### src/rtl/grant_bus_ctrl.sv
`default_nettype none
// +--------------------------------------------------------------------------+
// | grant_bus_ctrl: latches the arbiter grant as bus owner, runs a fixed     |
// | burst, then releases with a done pulse. Option: GRANT_BUS_TIMEOUT_EN.    |
// | Rev 1.0                                                                  |
// +--------------------------------------------------------------------------+
module grant_bus_ctrl #(
  parameter int DATA_W      = 8,
  parameter int BURST_LEN   = 4,
  parameter int TIMEOUT_CYC = 16
) (
  input  logic                clk,
  input  logic                rst,
  input  logic [3:0]          req_in,
  output logic [3:0]          req_out,
  input  logic [3:0]          gnt,
  input  logic [4*DATA_W-1:0] data_in,
  output logic                bus_valid,
  output logic [DATA_W-1:0]   bus_data,
  output logic [1:0]          bus_owner,
  input  logic                bus_ready,
  output logic [3:0]          done,
  output logic                busy,
  output logic                err
);

  typedef enum logic [1:0] {
    IDLE = 2'd0,
    XFER = 2'd1,
    DONE = 2'd2
  } state_t;

  localparam logic [3:0] LAST_BEAT = 4'(BURST_LEN - 1);

  if (BURST_LEN < 1 || BURST_LEN > 16 || TIMEOUT_CYC < 1) begin : g_param_check
    $error("grant_bus_ctrl: illegal BURST_LEN or TIMEOUT_CYC");
  end

  state_t     state;
  logic [1:0] owner;
  logic [3:0] beat_cnt;
  logic       gnt_multi;
  logic       gnt_onehot;
  logic [1:0] gnt_idx;

  // x & (x-1) clears the lowest set bit: nonzero means more than one bit set
  assign gnt_multi  = (gnt & (gnt - 4'd1)) != 4'd0;
  assign gnt_onehot = (gnt != 4'd0) && !gnt_multi;

  always_comb begin
    gnt_idx = 2'd0;
    case (gnt)
      4'b0010: gnt_idx = 2'd1;
      4'b0100: gnt_idx = 2'd2;
      4'b1000: gnt_idx = 2'd3;
      default: gnt_idx = 2'd0;
    endcase
  end

`ifdef GRANT_BUS_TIMEOUT_EN
  localparam int STALL_W = $clog2(TIMEOUT_CYC + 1);
  localparam logic [STALL_W-1:0] STALL_LAST = STALL_W'(TIMEOUT_CYC - 1);
  logic [STALL_W-1:0] stall_cnt;
`endif

  always_ff @(posedge clk) begin
    if (rst) begin
      state     <= IDLE;
      owner     <= 2'd0;
      beat_cnt  <= 4'd0;
      bus_valid <= 1'b0;
      done      <= 4'd0;
      err       <= 1'b0;
      busy      <= 1'b0;
      req_out   <= 4'd0;
`ifdef GRANT_BUS_TIMEOUT_EN
      stall_cnt <= '0;
`endif
    end else begin
      done <= 4'd0;
      err  <= 1'b0;
      case (state)
        IDLE: begin
          if (gnt_onehot) begin
            owner     <= gnt_idx;
            beat_cnt  <= 4'd0;
            state     <= XFER;
            bus_valid <= 1'b1;
            busy      <= 1'b1;
            req_out   <= 4'd0;
`ifdef GRANT_BUS_TIMEOUT_EN
            stall_cnt <= '0;
`endif
          end else begin
            err     <= gnt_multi;
            req_out <= req_in;
          end
        end
        XFER: begin
          // gnt is deliberately ignored here; ownership is fixed for the tenure
          req_out <= 4'd0;
          if (bus_ready) begin
`ifdef GRANT_BUS_TIMEOUT_EN
            stall_cnt <= '0;
`endif
            if (beat_cnt == LAST_BEAT) begin
              state     <= DONE;
              bus_valid <= 1'b0;
              done      <= 4'b0001 << owner;
            end else begin
              beat_cnt <= beat_cnt + 4'd1;
            end
          end
`ifdef GRANT_BUS_TIMEOUT_EN
          else if (stall_cnt == STALL_LAST) begin
            state     <= DONE;
            bus_valid <= 1'b0;
            done      <= 4'b0001 << owner;
            err       <= 1'b1;
          end else begin
            stall_cnt <= stall_cnt + 1'b1;
          end
`endif
        end
        DONE: begin
          state   <= IDLE;
          busy    <= 1'b0;
          req_out <= req_in;
        end
        default: begin
          state     <= IDLE;
          busy      <= 1'b0;
          bus_valid <= 1'b0;
          req_out   <= 4'd0;
        end
      endcase
    end
  end

  assign bus_owner = owner;
  assign bus_data  = bus_valid ? data_in[owner*DATA_W +: DATA_W] : '0;

endmodule
`default_nettype wire
### config.mk
export PLATFORM = sky130hd
export DESIGN_NAME = grant_bus_ctrl
export DESIGN_NICKNAME = d
export VERILOG_FILES = /design/src/rtl/grant_bus_ctrl.sv
export SDC_FILE = /design/constraint.sdc
export NUM_CORES = 1
export LEC_CHECK = 0
export CAP_MARGIN = 20
export CORE_ASPECT_RATIO = 0.7
export CORE_MARGIN = 2
export CORE_UTILIZATION = 40
export DETAILED_ROUTE_END_ITERATION = 8
export MAX_ROUTING_LAYER = met4
export PLACE_DENSITY_LB_ADDON = 0.15
export SYNTH_ARGS = -nofsm -noshare
export SYNTH_HDL_FRONTEND = slang
export SYNTH_SLANG_ARGS = --single-unit
### constraint.sdc
create_clock -name clk -period 4.8 [get_ports clk]
set_input_delay 1.44 -clock clk [delete_from_list [all_inputs] [get_ports clk]]
set_output_delay 1.44 -clock clk [all_outputs]
set_load 0.05 [all_outputs]
==> results <==
## area by class of cell
class	count	share of cell area, %
Clock buffer	4	2.530
Tap cell	34	2.389
Timing Repair Buffer	64	34.86
Multi-Input combinational cell	81	37.39
Sequential cell	19	21.36
Inverter	7	1.476
## where the power goes
part / switching [µW] / internal (µW) / leakage, µW
clock: 50.2 / 58.9 / 0.0000228
sequential: 10.5 / 166 / 0.000155
combinational: 98.4 / 79.6 / 0.000487
total: 159 / 304 / 0.000665
## tightest hold or removal path, delay by kind of cell, from the launching register on
family	cells	cell delay (ns)
AOI/OAI and AO/OA	1	0.06
and+or+nand+nor	1	0.07
DFF	1	0.34
## path summary, 6_finish.rpt
kind         cells after the start          end        start  slack (ns)
max                              4  bus_data[1]  data_in[25]        0.22
min                              2  beat_cnt[1]  beat_cnt[1]        0.53
max reg2reg                      5  beat_cnt[0]  beat_cnt[0]        2.77
min reg2reg                      2  beat_cnt[1]  beat_cnt[1]        0.53
## kinds of logic after synthesis
logic type               Yosys count  share of synthesized area (%)
AO/OA/AOI/OAI                     18                          11.94
XOR/XNOR                           3                          2.411
adder cells (fa/ha/maj)            1                          1.148
buffers and inverters             11                          4.019
flip-flops                        19                          34.90
multiplexers                      10                          18.60
AND/OR/NAND/NOR                   49                          26.98
## per-layer routing
| layer | vias to the layer above | wire length [µm] | track usage (%) |
|---|---|---|---|
| met1 | 532 | 1426 | 25.54 |
| met5 | - | 0 | - |
| met4 | 0 | 76 | 10.20 |
| met3 | 8 | 244 | 4.471 |
| li1 | 540 | - | - |
| met2 | 52 | 1429 | 35.20 |
## sequential cells by signal, indices dropped and copies added (netlist names)
register / flops
err: 1
state: 2
bus_owner: 2
beat_cnt: 4
bus_valid: 1
req_out: 4
done: 4
busy: 1
## placed cells by master (no fill, tap or decap), types with 2 or more instances in the layout
cell type         n
a21oi_1           3
a31oi_1           4
and2_1            9
and3_1            3
buf_4             8
clkbuf_8          3
clkdlybuf4s50_1  56
dfxtp_1          19
inv_1             7
mux2_2            2
mux4_2            8
nand2_1           5
nand3_1           4
nand3b_1          2
nor2_1           10
nor3_1            3
o211ai_1          3
o21ai_0           3
or4_1             2
xor2_1            2
## through the flow
step	instance area (µm²)	total power [µW]	hold slack [ns]	setup slack (ns)	utilization, %
2_1_floorplan	1090	281.6	0.4935	1.158	-
3_3_place_gp	1735	354.2	0.5129	0.2207	69.01
3_5_place_dp	1735	357.4	0.5233	0.2149	69.01
4_1_cts	1780	464.9	0.5346	0.2149	70.80
5_1_grt	1780	483.3	0.5555	0.1723	70.80
6_report	1780	463.4	0.5335	0.2198	70.80
==> metrics.txt <==
crit-path cells=clkdlybuf4s50_1 > mux4_2 > and2_1 > clkdlybuf4s50_1; first-pass GRT wire length=4816 µm; most frequent cell after synthesis=dfxtp_1; maxcap violations=0; worst path arrival time=3.14 ns; post-synthesis cell area=0.001090 mm²; postcts setup bufs=0; n_diodes=0; hold crit path type=flop to flop; fin nets=220; Max FO, Critical Path=1; core area=0.002515 mm²; GRT overflow=0; Post-DP HPWL=2458 µm; CTS Root Cell=clkbuf_8; hold buffers post-CTS=0; Vias=1132; Post-synth ARST share=0%; clock skew=0.005595 ns; total global routing track utilization=21.31%; Seq. cell area=380.4 µm²; Multi-input gate area=665.6 µm²; Setup TNS=0 ns; element type at the critical path start=primary input; final hold viol count=0; Die X=66.39 µm; row cnt=15; maximum VDD drop=0.1893 mV; placed instance count=205; kind of critical path=primary input to primary output; RSZ-0062 raised after global routing=no; layout cells sized above 1=16.57%; CTS buffer count=3; tightest slew margin relative to the limit=66.05%; GPL Wtd Cong=0.8569; Clock Sinks=19; I/O Buffers=63; Clock Path Buffers=2; final std cells w/o fill=209; CTS tree=yes; post-route minimum period=4.580 ns; Netlist cell types=37; Critical Path RT=3.36 ns; DR pass1 iterations=4; part of the cycle the worst path needs=95.42%; syn avg cell area=9.818 µm²; starting density of the core=43.33%; Residual DRC=0; Critical Path Max Stage Delay=0.69 ns; critical path endpoint category=primary output; syn_nets=155; synth cell count leaders=dfxtp_1 (19), nor2_1 (10), and2_1 (9); vias in the first global route=1034; Top FF cell, synth=dfxtp_1; share of the synthesized area in the top cell type=34.90%; share of the yosys chip area belonging to registers=34.90%; Routed WL=3177 µm; leading area contributor after synthesis=dfxtp_1; setup violators final=0; Iter 0 DRT Violations=40; Pleak=0.0006645 µW; FMAX=218.3 MHz; slowest stage cell, crit path=clkdlybuf4s50_1; H-Tree Level Count=1; Synth warnings=0; pin count of the biggest net entering global routing=15; CTS clk-pin slew, worst paths=0.06 ns; Power Dens Cells=260.3 mW/mm²; Routed Antenna Nets=0; synthesis-to-layout area growth=63.38%; Layout fillers=195; Post-synth EDFFs=0; antenna violations before repair=0; measured slew at the worst slew-check pin=0.5085 ns; post_cts resized=0; wire length per cell=15.20 µm; drt via density=5.416; dominant cells by area after synthesis=dfxtp_1 (35%), mux4_2 (17%), and2_1 (5.2%), nor2_1 (3.4%), inv_1 (2.4%); flop and latch count out of synthesis=19; CP delay by family, top=buffers and inverters; status=finished, final reports clean; die height=47.67 µm; CP most frequent cell=clkdlybuf4s50_1; Max Slew Vio Count=0; num ports=64; insertion delay to the later sink of the worst-skew pair=0.25 ns; Gate Count Post-Synth=111; Crit path buffers/inverters=2; die footprint=0.003165 mm²
Note: power is estimated with default switching activity, not from simulation.
